$ cat src/rtl/load_use_scoreboard.sv
// rtl/load_use_scoreboard.sv - load-use hazard scoreboard with a LOAD_LAT-1 deep pending-load shift chain
// Optional stall counter output enabled by macro HAZARD_STALL_CNT_EN.
module load_use_scoreboard #(
  parameter int LOAD_LAT  = 2,
  parameter int IGNORE_R0 = 1
) (
  input  logic       clk_i,
  input  logic       rst_i,
  input  logic [4:0] rs_i,
  input  logic [4:0] rt_i,
  input  logic       rs_used_i,
  input  logic       rt_used_i,
  input  logic       id_ex_memread_i,
  input  logic [4:0] id_ex_rt_i,
  input  logic       flush_i,
  output logic       pc_stall_o,
  output logic       if_id_stall_o,
  output logic       bubble_o
`ifdef HAZARD_STALL_CNT_EN
  ,
  output logic [31:0] stall_cnt_o
`endif
);

  localparam int NSLOT = LOAD_LAT - 1;

  logic ignore_r0;
  logic ex_valid;
  logic ex_match;
  logic slot_hit;
  logic hazard;
  logic stall;

  assign ignore_r0 = (IGNORE_R0 != 0);

  // A load to r0 (when ignored) is never considered pending, so it neither matches nor enters the chain.
  assign ex_valid = id_ex_memread_i & ~(ignore_r0 & (id_ex_rt_i == 5'd0));
  assign ex_match = ex_valid & ((rs_used_i & (rs_i == id_ex_rt_i)) |
                                (rt_used_i & (rt_i == id_ex_rt_i)));

  generate
    if (NSLOT > 0) begin : g_chain
      logic [NSLOT-1:0] slot_vld_q;
      logic [NSLOT-1:0] slot_vld_d;
      logic [4:0]       slot_reg_q [NSLOT];
      logic [4:0]       slot_reg_d [NSLOT];

      // The chain advances unconditionally: EX and later stages never stall.
      always_comb begin
        slot_vld_d[0] = ex_valid;
        slot_reg_d[0] = id_ex_rt_i;
        for (int k = 1; k < NSLOT; k++) begin
          slot_vld_d[k] = slot_vld_q[k-1];
          slot_reg_d[k] = slot_reg_q[k-1];
        end
      end

      always_ff @(posedge clk_i) begin
        if (rst_i) begin
          slot_vld_q <= '0;
          for (int k = 0; k < NSLOT; k++) slot_reg_q[k] <= 5'd0;
        end else begin
          slot_vld_q <= slot_vld_d;
          for (int k = 0; k < NSLOT; k++) slot_reg_q[k] <= slot_reg_d[k];
        end
      end

      always_comb begin
        slot_hit = 1'b0;
        for (int k = 0; k < NSLOT; k++) begin
          if (slot_vld_q[k] &&
              ((rs_used_i && (rs_i == slot_reg_q[k])) ||
               (rt_used_i && (rt_i == slot_reg_q[k]))))
            slot_hit = 1'b1;
        end
      end
    end else begin : g_no_chain
      assign slot_hit = 1'b0;
    end
  endgenerate

  assign hazard        = ex_match | slot_hit;
  assign stall         = hazard & ~flush_i & ~rst_i;
  assign pc_stall_o    = stall;
  assign if_id_stall_o = stall;
  assign bubble_o      = stall;

`ifdef HAZARD_STALL_CNT_EN
  logic [31:0] stall_cnt_q;
  logic [31:0] stall_cnt_d;

  always_comb begin
    stall_cnt_d = stall_cnt_q;
    if (stall) stall_cnt_d = stall_cnt_q + 32'd1;
  end

  always_ff @(posedge clk_i) begin
    if (rst_i) stall_cnt_q <= 32'd0;
    else       stall_cnt_q <= stall_cnt_d;
  end

  assign stall_cnt_o = stall_cnt_q;
`endif

endmodule

$ cat config.mk
export PLATFORM = sky130hd
export DESIGN_NAME = load_use_scoreboard
export DESIGN_NICKNAME = d
export VERILOG_FILES = /design/src/rtl/load_use_scoreboard.sv
export SDC_FILE = /design/constraint.sdc
export NUM_CORES = 1
export LEC_CHECK = 0
export CAP_MARGIN = 10
export CORE_AREA = 2 2 39 41
export CTS_CLUSTER_DIAMETER = 120
export DETAILED_ROUTE_END_ITERATION = 8
export DIE_AREA = 0 0 41 43
export PLACE_DENSITY_LB_ADDON = 0.1
export SYNTH_ARGS = -nofsm -noshare
export SYNTH_HDL_FRONTEND = slang
export SYNTH_SLANG_ARGS = --single-unit
$ cat constraint.sdc
create_clock -name clk_i -period 7.7 [get_ports clk_i]
set_input_delay 2.31 -clock clk_i [delete_from_list [all_inputs] [get_ports clk_i]]
set_output_delay 2.31 -clock clk_i [all_outputs]
set_load 0.05 [all_outputs]
### Yosys cells after proc, flatten, opt, wreduce, memory -nomap -nowiden

Memories as Yosys holds them, arrays and structs flattened.
Index checks and enable logic that the tools add are counted.

| storage, ports and cells | value |
|---|---|
| bits in registers | 1 |
| bits in writable memories | 5 |
| bits of input ports | 21 |
| output and inout bits | 3 |
| logic and storage cells | 29 |
| memories kept | 1 |

| operators by class | value |
|---|---|
| equal/unequal tests | 4 |
| multiplexer cells | 6 |
| bitwise gates (word level) | 11 |
| reduce and logical (&&, ||, !) cells | 6 |

Memory list:

| memory | words | bits a word | rd ports | clocked after memory_dff | wr ports | line | text |
|---|---|---|---|---|---|---|---|
| g_chain.slot_reg_q | 1 | 5 | 1 | 0 | 1 | 45 | `logic [4:0] slot_reg_q [NSLOT];` |

Operator list:

| cell | count |
|---|---|
| == test 5 bit | 4 |
| bitwise AND 1 bit | 6 |
| logical NOT 5 bit | 1 |
| two-way mux 1 bit | 5 |
| two-way mux 5 bit | 1 |
| OR reduction 5 bit | 1 |
| logical AND 1 bit | 3 |
| inverter 1 bit | 3 |
| OR 1 bit | 2 |
| logical OR 1 bit | 1 |

### Longest topological paths before layout

An unclocked memory read counts as a cell.

| logic depth | value |
|---|---|
| word-level depth | 9 |
| mapped depth | 5 |
| mapped depth without buffers | 4 |

### Worst setup path after synthesis

No wires, ideal clock.

| timing | value |
|---|---|
| kind | input-to-output |
| from | in id_ex_rt_i[1] |
| to | out if_id_stall_o |
| data arrival time | 3.697 ns |
| data required time | 5.390 ns |
| setup slack | 1.693 ns |
| cell stages on the path | 5 |
| buffers on the path | 1 |
| cells stage by stage | or4_1 > o21ai_2 > nor3_1 > a32o_1 > buf_4 |

| on the way | value |
|---|---|
| word-level cells in the longest chain between the ends | 7 |
| elaborated cells between the ends (all ways) | 12 |
| classes of those cells | eq/ne: 2; bitwise: 9; reduce/logical: 1 |

Ends and longest elaborated chain:

| item | line | text |
|---|---|---|
| start, declared | 14 | `input logic [4:0] id_ex_rt_i,` |
| == test 5 bit, or another cell as far along | 38 | `assign ex_match = ex_valid & ((rs_used_i & (rs_i == id_ex_rt_i)) \|` |
| bitwise AND 1 bit, or another cell as far along | 38 |  |
| OR 1 bit or bitwise AND 1 bit (tied branches) | 38, 37 |  |
| bitwise AND 1 bit (*) | 38 |  |
| OR 1 bit (*) | 82 | `assign hazard = ex_match \| slot_hit;` |
| bitwise AND 1 bit (*) (2 in series) | 83 | `assign stall = hazard & ~flush_i & ~rst_i;` |
| end, declared | 17 | `output logic if_id_stall_o,` |

Mark *: on every way between the ends. The rest lies on a longest branch, timed or not.

### Worst setup path in the final report

| timing | value |
|---|---|
| from | in id_ex_rt_i[1] |
| to | out bubble_o |

| on the way | value |
|---|---|
| word-level cells in the longest chain between the ends | 7 |
| elaborated cells between the ends (all ways) | 12 |
| classes of those cells | eq/ne: 2; bitwise: 9; reduce/logical: 1 |

Ends and longest elaborated chain:

| item | line | text |
|---|---|---|
| == test 5 bit, or another cell as far along | 38 |  |
| bitwise AND 1 bit, or another cell as far along | 38 |  |
| OR 1 bit or bitwise AND 1 bit (tied branches) | 38, 37 |  |
| bitwise AND 1 bit (*) | 38 |  |
| OR 1 bit (*) | 82 |  |
| bitwise AND 1 bit (*) (2 in series) | 83 |  |
| end, declared | 18 | `output logic bubble_o` |

Marked as above.

==> flow_summary_export.csv <==
group,metric,value,unit
status,status,"complete, no violations",
worst_setup_path,cp_max_fo,4,
clock_network,cts_sinks,6,
clock_network,cts_inserted_buffers,3,
synth,syn_inst,49,
worst_setup_path,max_stage_delay,700,ps
worst_setup_path,cpMaxStageDelayCell,"clkdlybuf4s50_1",
place,dp_cells,86,
place,placed_cell_area,668,um^2
clock_network,post_cts_buffers,0,
synth,ys_seq_area_share,27.7,%
synth,syn-num-nets,70,
routing,wl_per_cell,11.4,um
synth,netlist_top_cells_area,"xnor2_1 (40%), dfxtp_1 (28%), nor2b_1 (7.2%)",
routing,routed_via_density,4.56,
worst_hold_path,hold_class,"in2reg",
synth,syn_area_per_cell,8.84,um^2
worst_setup_path,cp_cell_sequence,"clkdlybuf4s50_1, or4_1, o21ai_2, nor3_1, a32o_1, clkdlybuf4s50_1",
worst_setup_path,worstSetupEndpointType,"primary output",
routing,ant_nets,0,
timing,setup_viol,0,
timing,rsz0062_at_grt,"false",
timing,drv_slew,0,
global_route,grt-ovfl-total,0,
worst_setup_path,worstPathRequired,5390,ps
timing,finalCritPeriodShare,88.5,%
clock_network,clk_path_buf_depth,2,
floorplan,die_y,43,um
clock_network,root_buffer,"clkbuf_4",
clock_network,cts_htree_levels,1,
place,place.gp.congestion,0.720,
global_route,grt_pass1_wl,1.61,mm
floorplan,dieArea,1760,um^2
global_route,grt_max_degree,9,
layout,syn2layout_area_growth,59.5,%
routing,drtPass1Iterations,1,
worst_setup_path,cp-start-kind,"primary input",
synth,synth.cell_area,433,um^2
routing,wl,1.02,mm
floorplan,initial_utilization,31.3,%
layout,drive_gt1_share,5.48,%
power_and_ir_drop,power.leakage,0.223,nW
worst_setup_path,path_class,"in2out",
synth,ys_warn_count,0,
layout,fin_nets,96,
timing,slew_headroom,67.3,%
place,dp_hpwl,850,um
power_and_ir_drop,powerDensity,135,nW/um^2
timing,tightest_slew,490,ps
floorplan,design.core.area,1380,um^2
floorplan,die_x,41,um
routing,drt_iter0_drc,0,
synth,yosysTopAreaCell,"xnor2_1",
layout,final_cells,89,
clock_network,cts_repair_resize_count,0,
synth,yosysTopAreaCellShare,40.5,%
layout,n_fill_cell,141,
timing,max_freq,147,MHz
timing,post-route-min-period,6810,ps
layout,final_common_cell,"clkdlybuf4s50_1",
worst_setup_path,arrival,4500,ps
layout,utilization,49.9,%
routing,via_count,406,
synth,synth_cell_type_count,12,
synth,ys_ff_latch,6,
timing,hold_viol,0,
clock_network,clk_pin_slew_worst_paths,50,ps
routing,drc,0,
global_route,grt_pass1_vias,384,
global_route,antenna_found_initial,0,
floorplan,io_pins,24,
worst_setup_path,crit_top_cell,"clkdlybuf4s50_1",
layout,antenna_cells,0,
place,io_buffers,23,
layout,mostFrequentLayoutCells,"clkdlybuf4s50_1 (23), xnor2_1 (20), dfxtp_1 (6), nor2b_1 (5)",
floorplan,num_rows,14,
power_and_ir_drop,irDropWorstVdd,0.0000817,V
job,cap_viol_max_count,0,
timing,finalSetupTns,0,ps
clock_network,cts_hold_buffers,0,
global_route,track_usage,14.5,%
clock_network,cts_tree,"done",
layout,fin_area,691,um^2
==> worst paths after layout <==
kind / end / startpoint / depth (start not counted)
worst max-delay path: bubble_o / id_ex_rt_i[1] / 6
worst min-delay path: g_chain.slot_vld_q$_SDFF_PP0_ / id_ex_memread_i / 3
==> area by class of cell <==
class,count,area [um^2],area share (%)
clock buffer,3,22.5,3.26
sequential,6,120,17.4
multi-input combinational,41,298,43.1
tap,16,20.0,2.90
timing repair buffer,23,230,33.3
==> per-layer routing <==
metal | track usage (%) | share of wire, % | wire (um) | up-vias
li1 | - | - | - | 213
met2 | 20.3 | 46 | 470 | 17
met5 | 0 | 0 | 0 | -
met1 | 17.7 | 43 | 435 | 171
met3 | 4.71 | 8.0 | 81 | 5
met4 | 10.0 | 2.9 | 30 | 0
==> sequential cells by signal, indices dropped and copies added, names as in the netlist <==
register,count
g_chain.slot_reg_q,5
g_chain.slot_vld_q,1
==> where the power goes <==
| part | switching (mW) | total [mW] | internal, mW | leakage (nW) |
|---|---|---|---|---|
| Sequential | 0.00122 | 0.0341 | 0.0329 | 0.0500 |
| Combinational | 0.0105 | 0.0283 | 0.0178 | 0.160 |
| Clock | 0.0127 | 0.0305 | 0.0177 | 0.0138 |
| Total | 0.0245 | 0.0929 | 0.0684 | 0.223 |
==> worst max-delay path: cells and delay by family <==
family / cells / cell delay, ps
buffers and inverters: 2 / 1170
AND/OR/NAND/NOR: 2 / 620
AO/OA/AOI/OAI: 2 / 400
==> kinds of logic after synthesis <==
logic type / Yosys count / synth area share (%)
AND/OR/NAND/NOR: 17 / 21.1
AO/OA/AOI/OAI: 4 / 7.23
flip-flops: 6 / 27.7
XOR/XNOR: 20 / 40.5
buffers and inverters: 2 / 3.47
==> through the flow <==
stage / hold slack (ps) / total power, mW / setup slack (ps)
floorplan: 2380 / 0.0473 / 1690
global placement: 2900 / 0.0634 / 873
detailed placement: 2890 / 0.0633 / 877
CTS: 2620 / 0.0941 / 868
global route: 2630 / 0.0992 / 782
finish: 2620 / 0.0929 / 886
==> cell usage after synthesis <==
cell / instances
nor2b_1: 5
a32o_1: 1
or4_1: 1
dfxtp_1: 6
o22ai_1: 2
xnor2_1: 20
nor3_1: 1
o21ai_2: 1
nand4_1: 4
nand2_1: 4
nor2_1: 2
buf_4: 2
No activity file was read; power rests on OpenSTA's default activity.
